`src/rtl/dcache_port_arbiter.sv`:
```
// dcache_port_arbiter
// Shares one split index/tag dcache request port among NR_PORTS requesters.
// Round-robin pick on the index phase, sticky lock while the cache withholds
// its grant, tag/kill steered from the last granted port one cycle later, and
// an in-order ID FIFO that routes every read return back to its originator.
module dcache_port_arbiter #(
  parameter int NR_PORTS = 3,
  parameter int DEPTH    = 4
) (
  input  logic                   clk_i,
  input  logic                   rst_ni,
  input  logic [NR_PORTS*12-1:0] req_index_i,
  input  logic [NR_PORTS*44-1:0] req_tag_i,
  input  logic [NR_PORTS*64-1:0] req_wdata_i,
  input  logic [NR_PORTS-1:0]    req_we_i,
  input  logic [NR_PORTS*8-1:0]  req_be_i,
  input  logic [NR_PORTS-1:0]    req_valid_i,
  input  logic [NR_PORTS-1:0]    req_kill_i,
  input  logic [NR_PORTS-1:0]    req_tag_valid_i,
  output logic [NR_PORTS-1:0]    req_gnt_o,
  output logic [NR_PORTS-1:0]    req_rvalid_o,
  output logic [63:0]            req_rdata_o,
  output logic [11:0]            address_index_o,
  output logic [43:0]            address_tag_o,
  output logic [63:0]            data_wdata_o,
  output logic                   data_we_o,
  output logic [7:0]             data_be_o,
  output logic                   data_req_o,
  output logic                   kill_req_o,
  output logic                   tag_valid_o,
  input  logic                   data_gnt_i,
  input  logic                   data_rvalid_i,
  input  logic [63:0]            data_rdata_i,
  output logic                   err_o
);

  localparam int IDW = (NR_PORTS > 1) ? $clog2(NR_PORTS) : 1;
  localparam int AW  = $clog2(DEPTH);
  localparam int CW  = AW + 1;

  // arbitration / tag state
  logic [IDW-1:0] rr_ptr;
  logic           locked_q;
  logic [IDW-1:0] lock_id_q;
  logic [IDW-1:0] tag_owner_q;
  logic           tag_pend_q;
  logic           err_r;

  // in-order ID FIFO
  logic [IDW-1:0] id_fifo_r [DEPTH];
  logic [AW-1:0]  wr_ptr_r;
  logic [AW-1:0]  rd_ptr_r;
  logic [CW-1:0]  count_r;

  // combinational helpers
  logic [CW-1:0]       occupancy_s;
  logic                full_s;
  logic [NR_PORTS-1:0] valid_m_s;
  logic [IDW:0]        cand_s;
  logic                rr_hit_s;
  logic                rr_found_s;
  logic [IDW-1:0]      rr_pick_s;
  logic                lock_valid_raw_s;
  logic                lock_valid_m_s;
  logic [IDW-1:0]      winner_s;
  logic                grant_s;
  logic                push_s;
  logic                pop_s;
  logic                fifo_empty_s;
  logic [IDW-1:0]      head_id_s;
  logic                lock_drop_s;

  // Backpressure: tagged-outstanding plus a tag still in flight must leave room.
  always_comb begin
    occupancy_s = count_r + CW'(tag_pend_q);
    full_s      = (occupancy_s >= CW'(DEPTH));
    valid_m_s   = full_s ? '0 : req_valid_i;
  end

  // Round-robin search: first eligible port at or after rr_ptr, wrapping.
  always_comb begin
    rr_found_s = 1'b0;
    rr_pick_s  = '0;
    cand_s     = '0;
    rr_hit_s   = 1'b0;
    for (int i = 0; i < NR_PORTS; i++) begin
      cand_s = {1'b0, rr_ptr} + (IDW+1)'(i);
      cand_s = (cand_s >= (IDW+1)'(NR_PORTS)) ? (cand_s - (IDW+1)'(NR_PORTS)) : cand_s;
      for (int p = 0; p < NR_PORTS; p++) begin
        rr_hit_s   = !rr_found_s && valid_m_s[p] && (cand_s == (IDW+1)'(p));
        rr_pick_s  = rr_hit_s ? IDW'(p) : rr_pick_s;
        rr_found_s = rr_found_s | rr_hit_s;
      end
    end
  end

  // Winner selection: a locked port overrides the round-robin result.
  always_comb begin
    lock_valid_raw_s = 1'b0;
    lock_valid_m_s   = 1'b0;
    for (int p = 0; p < NR_PORTS; p++) begin
      lock_valid_raw_s = lock_valid_raw_s | ((IDW'(p) == lock_id_q) && req_valid_i[p]);
      lock_valid_m_s   = lock_valid_m_s   | ((IDW'(p) == lock_id_q) && valid_m_s[p]);
    end
    winner_s    = locked_q ? lock_id_q : rr_pick_s;
    data_req_o  = locked_q ? lock_valid_m_s : rr_found_s;
    grant_s     = data_req_o && data_gnt_i;
    lock_drop_s = locked_q && !lock_valid_raw_s;
  end

  // Index-phase mux toward the cache and grant steering back to the winner.
  always_comb begin
    address_index_o = 12'd0;
    data_wdata_o    = 64'd0;
    data_we_o       = 1'b0;
    data_be_o       = 8'd0;
    req_gnt_o       = '0;
    for (int p = 0; p < NR_PORTS; p++) begin
      address_index_o = address_index_o | ((data_req_o && (IDW'(p) == winner_s)) ? req_index_i[p*12 +: 12] : 12'd0);
      data_wdata_o    = data_wdata_o    | ((data_req_o && (IDW'(p) == winner_s)) ? req_wdata_i[p*64 +: 64] : 64'd0);
      data_we_o       = data_we_o       | (data_req_o && (IDW'(p) == winner_s) && req_we_i[p]);
      data_be_o       = data_be_o       | ((data_req_o && (IDW'(p) == winner_s)) ? req_be_i[p*8 +: 8] : 8'd0);
      req_gnt_o[p]    = data_req_o && (IDW'(p) == winner_s) && data_gnt_i;
    end
  end

  // Tag-phase mux from the port granted in the previous cycle.
  always_comb begin
    address_tag_o = 44'd0;
    tag_valid_o   = 1'b0;
    kill_req_o    = 1'b0;
    for (int p = 0; p < NR_PORTS; p++) begin
      address_tag_o = address_tag_o | ((tag_pend_q && (IDW'(p) == tag_owner_q)) ? req_tag_i[p*44 +: 44] : 44'd0);
      tag_valid_o   = tag_valid_o   | (tag_pend_q && (IDW'(p) == tag_owner_q) && req_tag_valid_i[p]);
      kill_req_o    = kill_req_o    | (tag_pend_q && (IDW'(p) == tag_owner_q) && req_kill_i[p]);
    end
    push_s = tag_valid_o && !kill_req_o;
  end

  // Return routing: the FIFO head owns the current data_rvalid_i.
  always_comb begin
    fifo_empty_s = (count_r == CW'(0));
    head_id_s    = id_fifo_r[rd_ptr_r];
    pop_s        = data_rvalid_i && !fifo_empty_s;
    req_rdata_o  = data_rdata_i;
    for (int p = 0; p < NR_PORTS; p++) begin
      req_rvalid_o[p] = pop_s && (IDW'(p) == head_id_s);
    end
  end

  // Lock and round-robin pointer update.
  always_ff @(posedge clk_i or negedge rst_ni) begin
    if (!rst_ni) begin
      rr_ptr    <= '0;
      locked_q  <= 1'b0;
      lock_id_q <= '0;
    end else if (lock_drop_s) begin
      locked_q  <= 1'b0;
    end else if (grant_s) begin
      locked_q  <= 1'b0;
      rr_ptr    <= (winner_s == IDW'(NR_PORTS-1)) ? '0 : (winner_s + IDW'(1));
    end else if (data_req_o) begin
      locked_q  <= 1'b1;
      lock_id_q <= winner_s;
    end else begin
      locked_q  <= locked_q;
    end
  end

  // Tag phase follows every grant by exactly one cycle.
  always_ff @(posedge clk_i or negedge rst_ni) begin
    if (!rst_ni) begin
      tag_pend_q  <= 1'b0;
      tag_owner_q <= '0;
    end else if (grant_s) begin
      tag_pend_q  <= 1'b1;
      tag_owner_q <= winner_s;
    end else begin
      tag_pend_q  <= 1'b0;
    end
  end

  // ID FIFO storage and pointers; push and pop may coincide even when full.
  always_ff @(posedge clk_i or negedge rst_ni) begin
    if (!rst_ni) begin
      for (int i = 0; i < DEPTH; i++) begin
        id_fifo_r[i] <= '0;
      end
      wr_ptr_r <= '0;
      rd_ptr_r <= '0;
      count_r  <= '0;
    end else begin
      if (push_s) begin
        id_fifo_r[wr_ptr_r] <= tag_owner_q;
        wr_ptr_r            <= wr_ptr_r + AW'(1);
      end
      if (pop_s) begin
        rd_ptr_r <= rd_ptr_r + AW'(1);
      end
      case ({push_s, pop_s})
        2'b10:   count_r <= count_r + CW'(1);
        2'b01:   count_r <= count_r - CW'(1);
        default: count_r <= count_r;
      endcase
    end
  end

  // Sticky protocol error: lock abandoned before grant, or return with nothing outstanding.
  always_ff @(posedge clk_i or negedge rst_ni) begin
    if (!rst_ni) begin
      err_r <= 1'b0;
    end else begin
      err_r <= err_r | lock_drop_s | (data_rvalid_i && fifo_empty_s);
    end
  end

  assign err_o = err_r;

endmodule

```
`config.mk`:
```
export PLATFORM = sky130hd
export DESIGN_NAME = dcache_port_arbiter
export DESIGN_NICKNAME = d
export VERILOG_FILES = /design/src/rtl/dcache_port_arbiter.sv
export SDC_FILE = /design/constraint.sdc
export NUM_CORES = 1
export LEC_CHECK = 0
export CORE_AREA = 2 2 258 260
export DETAILED_ROUTE_END_ITERATION = 16
export DIE_AREA = 0 0 260 262
export GPL_ROUTABILITY_DRIVEN = 1
export SLEW_MARGIN = 20
export SYNTH_ARGS = -nofsm -noshare
export SYNTH_HDL_FRONTEND = slang
export SYNTH_SLANG_ARGS = --single-unit
```
`constraint.sdc`:
```
create_clock -name clk_i -period 4.85 [get_ports clk_i]
set_input_delay 0.97 -clock clk_i [delete_from_list [all_inputs] [get_ports clk_i]]
set_output_delay 0.97 -clock clk_i [all_outputs]
set_load 0.01 [all_outputs]
```
; Word-level counts from Yosys, hierarchy flattened
; Cells that the tools add are included.
; Widths: inputs -> output; s select.
[word_totals]
reg_bits = 24
out_inout_bits = 203
wordCells = 191
in_bits = 464
[op_classes]
n_eq_ne = 17
order_cmp = 7
n_bitwise = 32
reduce_logical = 73
add_sub_neg = 11
muxes = 38
[ops]
columns = operator, n
row1 = $mux 64, 3
row2 = $mux 44, 3
row3 = $or 64x64->64, 2
row4 = $or 44x44->44, 2
row5 = $logic_and 1x1->1, 50
row6 = $mux 12, 3
row7 = $mux 2, 12
row8 = $mux 8, 3
row9 = $or 12x12->12, 2
row10 = $or 1x1->1, 20
row11 = $or 8x8->8, 2
row12 = $logic_not 3->1, 4
row13 = $mux 3, 4
row14 = $logic_not 1->1, 11
row15 = $eq 3x1->1 const B, 3
row16 = $eq 3x2->1 const B, 3
row17 = $ge 3x3->1 const B, 3
row18 = $bwmux 8, 1
row19 = $eq 1x2->1 const A, 4
row20 = $eq 2x2->1 const A, 4
row21 = $logic_not 2->1, 4
row22 = $add 2x1->2 const B, 3
row23 = $ge 3x2->1 const B, 2
row24 = $mux 1, 6
row25 = 20 further kinds, 24

; Logic depth before layout (Yosys ltp)
; Gate-level depths: netlist (run 1).
[logic_depth]
ltp_word = 42
ltp_mapped = 11
ltp_nobuf = 10

; Least setup slack after synthesis (run 1)
; No wires, ideal clock.
[synth_timing]
path_type = input to output
startpoint = input port req_valid_i[2]
endpoint = output port data_wdata_o[40]
setup_slack_ps = 1582
t_arrival_ps = 2298
n_path_buf = 2
stages = 7
cell_sequence = nand2b_1 > a21o_1 > a2111oi_2 > o21ai_2 > buf_2 > buf_2 > o22ai_1
[synth_between]
elab_chain_len = 34
word_cells_on_any_way = 50
cone_classes = eq/ne (2) / mux (13) / bitwise (10) / reduce/logical (25)
[synth_lines]
columns = element, line_no
row1 = "start, declared", 17  ; input logic [NR_PORTS-1:0] req_valid_i,
row2 = $mux 3 *, 77  ; valid_m_s = full_s ? '0 : req_valid_i;
row3 = $logic_and 1x1->1 (2 in series), 90  ; rr_hit_s = !rr_found_s && valid_m_s[p] && (cand_s == (IDW+1)'(p));
row4 = $or 1x1->1, 92  ; rr_found_s = rr_found_s | rr_hit_s;
row5 = $logic_not 1->1, 90
row6 = $logic_and 1x1->1 (2 in series), 90
row7 = $or 1x1->1, 92
row8 = $logic_not 1->1, 90
row9 = $logic_and 1x1->1 (2 in series), 90
row10 = [... 14 more ...], n/a
row11 = $logic_and 1x1->1 (2 in series), 90
row12 = $mux 2, 91  ; rr_pick_s = rr_hit_s ? IDW'(p) : rr_pick_s;
row13 = $mux 2, 105  ; winner_s = locked_q ? lock_id_q : rr_pick_s;
row14 = $eq 1x2->1 or $logic_not 2->1 (tied branches), 120  ; data_wdata_o = data_wdata_o | ((data_req_o && (IDW'(p) == winner_s)) ? req_wdata_i[p*64 +: 64] : 64'd0);
row15 = $logic_and 1x1->1, 120
row16 = $mux 64, 120
row17 = $or 64x64->64, 120
row18 = $or 64x64->64 *, 120
row19 = "end, declared", 25  ; output logic [63:0] data_wdata_o,
; Mark *: on every way between the ends. The rest lies on a longest branch, timed or not.

; Worst setup path in the final report (run 1)
[layout_timing]
startpoint = input port req_valid_i[1]
endpoint = output port data_wdata_o[33]
[layout_between]
elab_chain_len = 38
word_cells_on_any_way = 56
cone_classes = eq/ne (2) / mux (14) / bitwise (12) / reduce/logical (28)
[layout_lines]
columns = element, line_no
row1 = $mux 3 *, 77
row2 = $logic_and 1x1->1 (2 in series), 90
row3 = $or 1x1->1, 92
row4 = $logic_not 1->1, 90
row5 = $logic_and 1x1->1 (2 in series), 90
row6 = $or 1x1->1, 92
row7 = $logic_not 1->1, 90
row8 = $logic_and 1x1->1 (2 in series), 90
row9 = [... 18 more ...], n/a
row10 = $logic_and 1x1->1 (2 in series), 90
row11 = $mux 2, 91
row12 = $mux 2, 105
row13 = $eq 1x2->1 or $logic_not 2->1 (tied branches), 120
row14 = $logic_and 1x1->1, 120
row15 = $mux 64, 120
row16 = $or 64x64->64, 120
row17 = $or 64x64->64 *, 120
; Marks and branches as above.

==> summary.md, run 1 <==
| Metric | Value |
|---|---|
| First-pass GRT wire length | `between 40,000 and 50,000 µm` |
| Final setup viols | `0` |
| Crit start category | `input pin` |
| Drt pass-1 iters | `4` |
| Die Wd | `260 µm` |
| Clock H-tree levels | `1` |
| Syn Area/Cell | `around 7.2 µm²` |
| Initial antenna violation count | `7` |
| Largest cells by area after synthesis | `mux2i_1 27%, dfrtp_1 12%, buf_4 11%` |
| Worst endpoint required time | `slightly below 4 ns` |
| Highest clock rate | `~220 MHz` |
| Leading area contributor after synthesis | `mux2i_1` |
| PD cells | `473 mW/mm²` |
| Power, Total | `5.30 mW` |
| Clk_lat worst skew | `0.25 ns` |
| Netlist Area Pre-Place | `0.00495 mm²` |
| Core ar. | `about 0.065 mm²` |
| Reg clk slew, reported paths | `~0.06 ns` |
| Period Utilization, post-route | `0.957` |
| Cts bufs inserted | `3` |
| Register area share after synthesis | `0.121` |
| Fin crit period | `4.64 ns` |
| Placer Congestion | `~0.84` |
| Internal | `between 2 and 3 mW` |
| Number of max-cap violations | `0` |
| Seq pwr share | `0.078` |
| All-Layer GR Usage | `0.0912` |
| Number of global-route vias before repair | `about 6,800` |
| Buffers on Ports | `538` |
| Crit-path max FO | `29` |
| Post-CTS Setup Inserts | `0` |
| Async SR Flop Fraction | `1.00` |
| Placed cell area | `between 0.01 and 0.015 mm²` |
| Critical path data arrival time | `~3.7 ns` |
| Sw Ratio | `0.466` |
| Hold Crit Class | `reg -> reg` |
| Crit. End Element | `primary output` |
| Synth Instances | `689` |
| Drt initial violations | `between 200 and 300` |
| Final worst setup slack | `0.209 ns` |
| Clk_skew | `0.00202 ns` |
| Leakage Power | `3.94 nW` |
| Design area | `between 0.01 and 0.015 mm²` |
| DP Wirelength | `29,900 µm` |
| CTS tree | `done` |
| Via Count | `~6,900` |
| Synth-to-Final Area Change | `126%` |
| Relative slew slack | `0.442` |
| Area share of the largest cell type after synthesis | `0.267` |
| Unrepaired setup endpoints after global routing | `false` |
| Final wirelength | `about 34,000 µm` |
| Die Y | `~260 µm` |
| Remaining Overflow, GRT | `0` |
| Hold WS | `0.486 ns` |
| Root Buffer | `clkbuf_16` |
| Mapped Nets | `roughly 1,200` |
| Detail Route Antenna Nets | `0` |
| Clock network fraction of total power | `0.044` |
| Cell Rows | `94` |
| Share of cells above drive strength 1 | `0.0667` |
| CTS sink count | `24` |
| Commonest cells post-synth | `132 x mux2i_1, 100 x nand2_1, 97 x nor2_1` |
| Longest Clk Path Bufs | `2` |
| DRC viols | `0` |
| Slew Viols, Final | `0` |
| Worst-margin pin slew | `around 0.84 ns` |
| Ys Warns | `0` |
| Setup TNS Final | `0 ns` |
| Comb power frac | `0.878` |
| FF+latch count, synth | `24` |
| Worst vdd ir | `between 0.2 and 0.3 mV` |
| Most frequent cell after synthesis | `mux2i_1` |
| Status | `finished clean` |
| Setup slack at placement | `around 0.16 ns` |
| Routed len/inst | `17.0 µm` |
| Routed vias/inst | `3.41` |
| Die Footprint | `between 0.06 and 0.07 mm²` |
| CTS Hold Bufs | `0` |
| Nets | `between 1,500 and 2,000` |
| Library cells used by synthesis | `47` |
| Ys flop type | `dfrtp_1` |
| Initial Util | `0.0758` |
| CTS resizes | `0` |
| Worst Path Class, Setup | `in -> out` |
| Pin count of the biggest net entering global routing | `58` |
| EDFF count, synth | `0` |
| Final Hold Fails | `0` |
| I/O pins | `667` |
| Psw | `roughly 2.5 mW` |
-- cell usage in the layout (no fill, tap or decap), types with 2 or more instances in the layout --
cell type        Yosys  final
dfrtp_2              0      2
inv_1               13     12
a21oi_1             47     47
o21ai_1              2      2
nand2_1            100    100
buf_4               72     42
nor3b_1              2      2
o22ai_1             86     86
clkdlybuf4s50_1      0    533
o21ai_0              2      2
mux2i_1            132    132
xnor2_1              6      6
mux4_2               2      2
nor2_1              97     97
o2111ai_1            2      2
ha_1                 7      7
dfrtp_1             24     22
clkbuf_16            0      3
buf_12               0     10
nor3_1               4      4
mux2_1               8      8
nand2_2              4      4
nand2b_1             3      3
-- power groups by stage --
| stage | combinational [mW] | sequential (mW) | clock [mW] |
|---|---|---|---|
| after floorplan | 2.41 | 0.340 | 0 |
| after global placement | 4.73 | 0.421 | 0 |
| after detailed placement | 4.71 | 0.421 | 0 |
| after CTS | 4.73 | 0.418 | 0.240 |
| after global routing | 5.03 | 0.433 | 0.252 |
| final | 4.66 | 0.412 | 0.234 |
-- metal layers --
| metal | vias up | track usage | share of wire |
|---|---|---|---|
| met1 | 3099 | 0.105 | 0.39 |
| li1 | 3291 | - | - |
| met2 | 455 | 0.166 | 0.48 |
| met5 | - | 0 | 0 |
| met3 | 38 | 0.0290 | 0.11 |
| met4 | 0 | 0.0160 | 0.019 |
-- cell type report --
type | count | area, µm²
Clock buffer | 3 | 75.1
Inverter | 14 | 52.6
Fill cell | 7418 | 54100
Timing Repair Buffer | 586 | 5860
Multi-Input combinational cell | 527 | 3500
Clock inverter | 1 | 30.0
Antenna cell | 1 | 2.50
Sequential cell | 24 | 603
Tap cell | 864 | 1080
-- logic make-up (layout without fill, tap and decap cells) --
logic type,after synthesis,after routing,synth area share
and+or+nand+nor,216,216,0.173
AOI/OAI and AO/OA,152,152,0.196
muxes,143,143,0.297
buffers and inverters,138,604,0.176
DFF,24,24,0.121
adders and majority gates,8,8,0.0217
xor gates and xnor gates,8,8,0.0157
other,0,1,0
-- worst max-delay path: stages --
cell and delay [ns]:
clkdlybuf4s50_1 0.54, o21ba_1 0.17, o2111ai_1 0.38, o31a_1 0.28, o21ai_4 0.18, buf_12 0.21
buf_4 0.19, o22ai_1 0.13, clkdlybuf4s50_1 0.58
-- flip-flops by register name (all words and copies together), names as in the netlist --
signal	flops
count_r	3
lock_id_q	2
locked_q	1
rd_ptr_r	2
tag_owner_q	2
rr_ptr	2
id_fifo_r	8
wr_ptr_r	2
err_o	1
tag_pend_q	1
-- final timing paths --
kind,start,slack [ns],end,cells past startpoint
min reg2reg,id_fifo_r[2],0.49,id_fifo_r[2],1
min,id_fifo_r[2],0.49,id_fifo_r[2],1
min in group asynchronous,rst_ni,0.70,rd_ptr_r[1],1
max,req_valid_i[1],0.21,data_wdata_o[33],9
max in group asynchronous,rst_ni,3.74,tag_owner_q[0],1
max reg2reg,tag_owner_q[1],1.56,count_r[1],9
-- through the flow --
stage	util	instances
final	0.172	2020
after global routing	0.172	2020
after CTS	0.172	2019
after detailed placement	0.170	2015
after global placement	0.170	2015
after floorplan	-	689
Power figures use the tool's default switching activity.
==> run 2, diff against run 1 <==
--- a/config.mk
+++ b/config.mk
@@ -6,4 +6,5 @@
 export NUM_CORES = 1
 export LEC_CHECK = 0
+export ABC_AREA = 1
 export CORE_AREA = 2 2 258 260
 export DETAILED_ROUTE_END_ITERATION = 16
==> constraint.sdc (replaced) <==
create_clock -name clk_i -period 4.85 [get_ports clk_i]
set_input_delay 0.7275 -clock clk_i [delete_from_list [all_inputs] [get_ports clk_i]]
set_output_delay 0.7275 -clock clk_i [all_outputs]
set_load 0.01 [all_outputs]
==> run 2 against run 1 <==
Against the previous run: clock-buffer cell count did not move; wire length rose by 14%; synthesized cell count rose by 27%; non-clock buffer count fell by 19; synthesized area rose by 9.3%; clock power rose by 5%; register-to-register slack got worse by 0.33 ns; cell count rose by 6.3%; maximum frequency rose by 6.0%; global-route usage rose by 1.6 points; critical path depth rose by 6; cell area barely moved.
==> summary.md, run 2 <==
| Metric | Value |
|---|---|
| Drt pass-1 iters | `6 (+2)` |
| # fillers | `7,500 (+1.1%)` |
| Unrepaired setup endpoints after global routing | `false` |
| Most common cell after layout, fill and taps aside | `clkdlybuf4s50_1` |
| Highest clock rate | `228 MHz (+6.0%)` |
| Routed vias/inst | `3.90 (+14%)` |
| Placer Congestion | `0.800 (-4.8%)` |
| Crit. End Element | `primary output` |
| Netlist Area Pre-Place | `0.00541 mm² (+9.3%)` |
| Setup TNS Final | `0 ns (unchanged)` |
| Longest Clk Path Bufs | `2 (unchanged)` |
| Final setup viols | `0 (unchanged)` |
| Clock H-tree levels | `1 (unchanged)` |
| Register area share after synthesis | `0.111 (-0.0103)` |
| Synth-to-Final Area Change | `107%` |
| Worst Path Class, Setup | `in -> out` |
| Largest Register | `id_fifo_r` |
| All-Layer GR Usage | `0.107 (+0.0161)` |
| CTS Hold Bufs | `0 (unchanged)` |
| Final wirelength | `39,100 µm (+14%)` |
| Mapped Nets | `1,347 (+16%)` |
| Clk_lat worst skew | `0.27 ns (+0.02 ns)` |
| EDFF count, synth | `0 (unchanged)` |
| Crit start category | `input pin` |
| Worst R2R Start | `tag_pend_q` |
| Die Y | `262 µm (unchanged)` |
| Commonest non-fill, non-tap cells in the layout | `537 x clkdlybuf4s50_1, 221 x nand4_1, 221 x nand3_1, 126 x nand2_1, 37 x inv_1` |
| Reg clk slew, reported paths | `0.07 ns (about the same)` |
| Die Wd | `260 µm (unchanged)` |
| Root Buffer | `clkbuf_16` |
| Library cells used by synthesis | `34 (-28%)` |
| Fin crit period | `4.38 ns (-0.264 ns)` |
| Routed len/inst | `18.2 µm (+7.0%)` |
| Worst-margin pin slew | `0.791 ns (-0.0463 ns)` |
| Nets | `1,755 (+7.8%)` |
| Area share of the largest cell type after synthesis | `0.256 (-0.0114)` |
| Largest cells by area after synthesis | `nand4_1 26%, nand3_1 20%, dfrtp_1 11%` |
| Share of cells above drive strength 1 | `0.0413 (-0.0253)` |
| Async SR Flop Fraction | `1.00 (unchanged)` |
| Cts bufs inserted | `3 (unchanged)` |
| Initial Util | `0.0828 (+0.00705)` |
| Max reg flops | `8 (unchanged)` |
| Hold EP | `id_fifo_r[4]` |
| Remaining Overflow, GRT | `0 (unchanged)` |
| Status | `finished clean` |
| RR Endpoint | `count_r[2]` |
| Buffers on Ports | `538 (unchanged)` |
| Ys flop type | `dfrtp_1` |
| FF+latch count, synth | `24 (unchanged)` |
| Leakage Power | `4.05 nW (+2.9%)` |
| Critical path data arrival time | `3.65 ns (-0.02 ns)` |
| Commonest cells post-synth | `221 x nand3_1, 221 x nand4_1, 127 x nand2_1` |
| Ys Warns | `0 (unchanged)` |
| Core ar. | `0.0653 mm² (unchanged)` |
| DRC viols | `0 (unchanged)` |
| Initial antenna violation count | `12 (+5)` |
| Relative slew slack | `0.471 (+0.0292)` |
| CTS sink count | `24 (unchanged)` |
| Worst reg2reg setup slack | `1.23 ns (-0.33 ns)` |
| PD cells | `653 mW/mm² (+38%)` |
| Hold Crit Class | `reg -> reg` |
| CTS tree | `done` |
| Die Footprint | `0.0681 mm² (unchanged)` |
| Final Util | `0.171 (about the same)` |
| Number of max-cap violations | `0 (unchanged)` |
| Detail Route Antenna Nets | `0 (unchanged)` |
| First-pass GRT wire length | `54,300 µm (+19%)` |
| Slew Viols, Final | `0 (unchanged)` |
| Crit-path max FO | `33 (+14%)` |
| Syn Area/Cell | `6.18 µm² (-14%)` |
| Clk_skew | `0.00501 ns (+0.00299 ns)` |
| Synth Instances | `875 (+27%)` |
| Drt initial violations | `296 (+2.1%)` |
| I/O pins | `667 (unchanged)` |
| HP Start | `id_fifo_r[4]` |
| Worst vdd ir | `0.416 mV (+41%)` |
| R2R cell count | `11 (+2)` |
| Pin count of the biggest net entering global routing | `133 (+130%)` |
| Worst endpoint required time | `4.12 ns (+0.24 ns)` |
| Largest regs | `id_fifo_r (8), count_r (3)` |
| Final Hold Fails | `0 (unchanged)` |
| Leading area contributor after synthesis | `nand4_1` |
| CTS resizes | `0 (unchanged)` |
| Hold Crit Depth | `1 (unchanged)` |
| Cell Rows | `94 (unchanged)` |
| Number of global-route vias before repair | `8,242 (+21%)` |
| Period Utilization, post-route | `0.902 (-0.0544)` |
| DP Wirelength | `32,000 µm (+6.8%)` |
| Via Count | `8,370 (+22%)` |
| Post-CTS Setup Inserts | `0 (unchanged)` |
run 2: kinds of logic after synthesis:
group	after synthesis	synth area share
AOI/OAI and AO/OA	33	0.0349
buffers and inverters	204	0.242
adders and majority gates	8	0.0199
DFF	24	0.111
and+or+nand+nor	602	0.586
xor gates and xnor gates	4	0.00648
run 2: routing by layer:
metal / vias up / global-route usage / wire, µm
li1: 3969 / - / -
met1: 3831 / 0.117 / 14700
met2: 495 / 0.200 / 19600
met3: 69 / 0.0341 / 3790
met4: 6 / 0.0278 / 976
met5: - / 0 / 41
run 2: how the worst max path moves through the flow:
stage / to / start / cells past startpoint / slack, ns
2_1_floorplan: data_wdata_o[51] / req_valid_i[1] / 12 / 2.10
3_3_place_gp: req_gnt_o[0] / req_valid_i[2] / 15 / 0.46
3_5_place_dp: req_gnt_o[0] / req_valid_i[2] / 15 / 0.49
4_1_cts: req_gnt_o[0] / req_valid_i[2] / 15 / 0.47
5_1_grt: req_gnt_o[0] / req_valid_i[2] / 15 / 0.17
6_report: req_gnt_o[0] / req_valid_i[2] / 15 / 0.47
run 2: through the flow:
step | std cells | cell area [µm²] | power [mW] | hold WS (ns) | setup slack (ns)
floorplan | 875 | 5410 | 4.33 | 0.432 | 2.10
global placement | 2142 | 11100 | 7.15 | 0.474 | 0.463
detailed placement | 2142 | 11100 | 7.14 | 0.483 | 0.486
CTS | 2146 | 11200 | 7.43 | 0.499 | 0.465
global route | 2146 | 11200 | 7.95 | 0.507 | 0.170
finish | 2147 | 11200 | 7.30 | 0.491 | 0.473
run 2: critical path, stage by stage:
cell	delay, ns
clkdlybuf4s50_1	0.51
inv_1	0.05
nor2_1	0.13
nand4_1	0.18
nand2_1	0.11
o21ai_0	0.08
inv_1	0.06
nand2_1	0.04
nand2_1	0.09
nand2_4	0.14
clkinv_2	0.24
buf_12	0.24
nand3_1	0.24
nor2_1	0.17
clkdlybuf4s50_1	0.59
run 2: power breakdown:
group          total (mW)  switching [mW]  internal, mW
Clock               0.245          0.0804         0.164
Combinational        6.66            3.78          2.88
Sequential          0.395          0.0976         0.298
run 2: final cells by class:
cell class / count / area, µm² / area share
Clock buffer: 3 / 75.1 / 0.00671
Timing Repair Buffer: 567 / 5730 / 0.512
Sequential cell: 24 / 603 / 0.0539
Clock inverter: 1 / 30.0 / 0.00268
Multi-Input combinational cell: 647 / 3520 / 0.315
Inverter: 40 / 153 / 0.0136
Antenna cell: 1 / 2.50 / 0.000224
Tap cell: 864 / 1080 / 0.0966
==> edit, RTL diff (config.mk and constraints of run 2) <==
Reset style: synchronous (`rst_ni`), changed in 4 clocked blocks.
--- a/src/rtl/dcache_port_arbiter.sv
+++ b/src/rtl/dcache_port_arbiter.sv
@@ -149,7 +149,7 @@
   end
 
   // Lock and round-robin pointer update.
-  always_ff @(posedge clk_i or negedge rst_ni) begin
+  always_ff @(posedge clk_i) begin
     if (!rst_ni) begin
       rr_ptr    <= '0;
       locked_q  <= 1'b0;
@@ -168,7 +168,7 @@
   end
 
   // Tag phase follows every grant by exactly one cycle.
-  always_ff @(posedge clk_i or negedge rst_ni) begin
+  always_ff @(posedge clk_i) begin
     if (!rst_ni) begin
       tag_pend_q  <= 1'b0;
       tag_owner_q <= '0;
@@ -181,7 +181,7 @@
   end
 
   // ID FIFO storage and pointers; push and pop may coincide even when full.
-  always_ff @(posedge clk_i or negedge rst_ni) begin
+  always_ff @(posedge clk_i) begin
     if (!rst_ni) begin
       for (int i = 0; i < DEPTH; i++) begin
         id_fifo_r[i] <= '0;
@@ -206,7 +206,7 @@
   end
 
   // Sticky protocol error: lock abandoned before grant, or return with nothing outstanding.
-  always_ff @(posedge clk_i or negedge rst_ni) begin
+  always_ff @(posedge clk_i) begin
     if (!rst_ni) begin
       err_r <= 1'b0;
     end else begin
Check against the original RTL: differs if rst_ni is asserted again (counterexample within 4 cycles, from zero or initial values and one cycle with rst_ni low); with rst_ni held inactive, the same outputs for 4 cycles.
==> edit against run 2 <==
  * Cell area is 2.5% lower
  * Sequential cell count is 2 higher
  * Critical path type unchanged
  * Die area stayed put
  * Count of clock-buffer cells in the layout stayed put
  * Global-route usage is 2.4 points lower
  * Critical path depth is 1 lower
  * Sequential power is 17% lower
  * Maximum frequency hardly changed
  * Via count is 9.8% lower
  * Worst setup slack better by 0.0028 ns
  * Area after synthesis is 11% lower
  * Power is 3.3% lower
  * Routed wire length is 18% lower
==> edit: results (changes against run 2) <==
| Metric | Value |
|---|---|
| Yosys cell types | `28 (-18%)` |
| RePlAce Congestion | `0.817 (+2.1%)` |
| Status | `completed` |
| Met3 wire length | `3120 µm (-18%)` |
| Worst r2r dst | `count_r[2]$_SDFFE_PN0P_` |
| Reg2reg start | `tag_owner_q[1]$_SDFFE_PN0P_` |
| EDFF count, synth | `8 (+8)` |
| Initial antenna violation count | `6 (-6)` |
| Worst Tran Pin Value | `0.703 ns (-0.0878 ns)` |
| Post-synthesis compound-gate area fraction | `0.0469 (+0.0120)` |
| GR met1 Demand/Resource | `0.0947 (-0.0219)` |
| Crit path capture | `data_wdata_o[45]` |
| Combinational power share | `0.920 (+0.008)` |
| Non-clk bufs | `577 (+1.8%)` |
| 1st-pass router iterations | `5 (-1)` |
| Fillers | `7440 (-0.80%)` |
| CP startpoint | `req_valid_i[1]` |
| NonClk Buf Share | `0.529 (+0.0179)` |
| Area after DPL | `10800 µm² (-2.5%)` |
| Top cells by count, synth | `nand2_1, nand3_1, nand4_1, buf_4, inv_1` |
| Seq/Total Area, Yosys | `0.125 (+0.0140)` |
| Post-Route WL | `31900 µm (-18%)` |
| Met2 Usage GRT | `0.150 (-0.0500)` |
| Layout area overhead | `127%` |
| Register area | `601 µm² (-0.41%)` |
| Number of global-route vias before repair | `7140 (-13%)` |
| Pin count of the biggest net entering global routing | `87 (-35%)` |
| Cell Int Power | `0.00354 W (+5.8%)` |
-- edit: cell types whose count changed after synthesis, moves of 6 or more --
cell,change
nand4_1,-130
dfrtp_1,-24
edfxtp_1,+8
a21oi_1,+13
nand2_1,+126
buf_1,-8
buf_6,-16
dfxtp_1,+18
o21ai_1,-6
-- edit: worst min path at each step --
stage	to	startpoint	cells after the start	slack [ns]
after floorplan	flop	rd_ptr_r[1]$_SDFFE_PN0P_	2	0.44
after global placement	wr_ptr_r[0]$_SDFFE_PN0P_	wr_ptr_r[0]$_SDFFE_PN0P_	2	0.46
after detailed placement	wr_ptr_r[0]$_SDFFE_PN0P_	wr_ptr_r[0]$_SDFFE_PN0P_	2	0.46
after CTS	wr_ptr_r[0]$_SDFFE_PN0P_	wr_ptr_r[0]$_SDFFE_PN0P_	2	0.47
after global routing	flop	rd_ptr_r[0]$_SDFFE_PN0P_	1	0.49
final	wr_ptr_r[0]$_SDFFE_PN0P_	wr_ptr_r[0]$_SDFFE_PN0P_	2	0.47
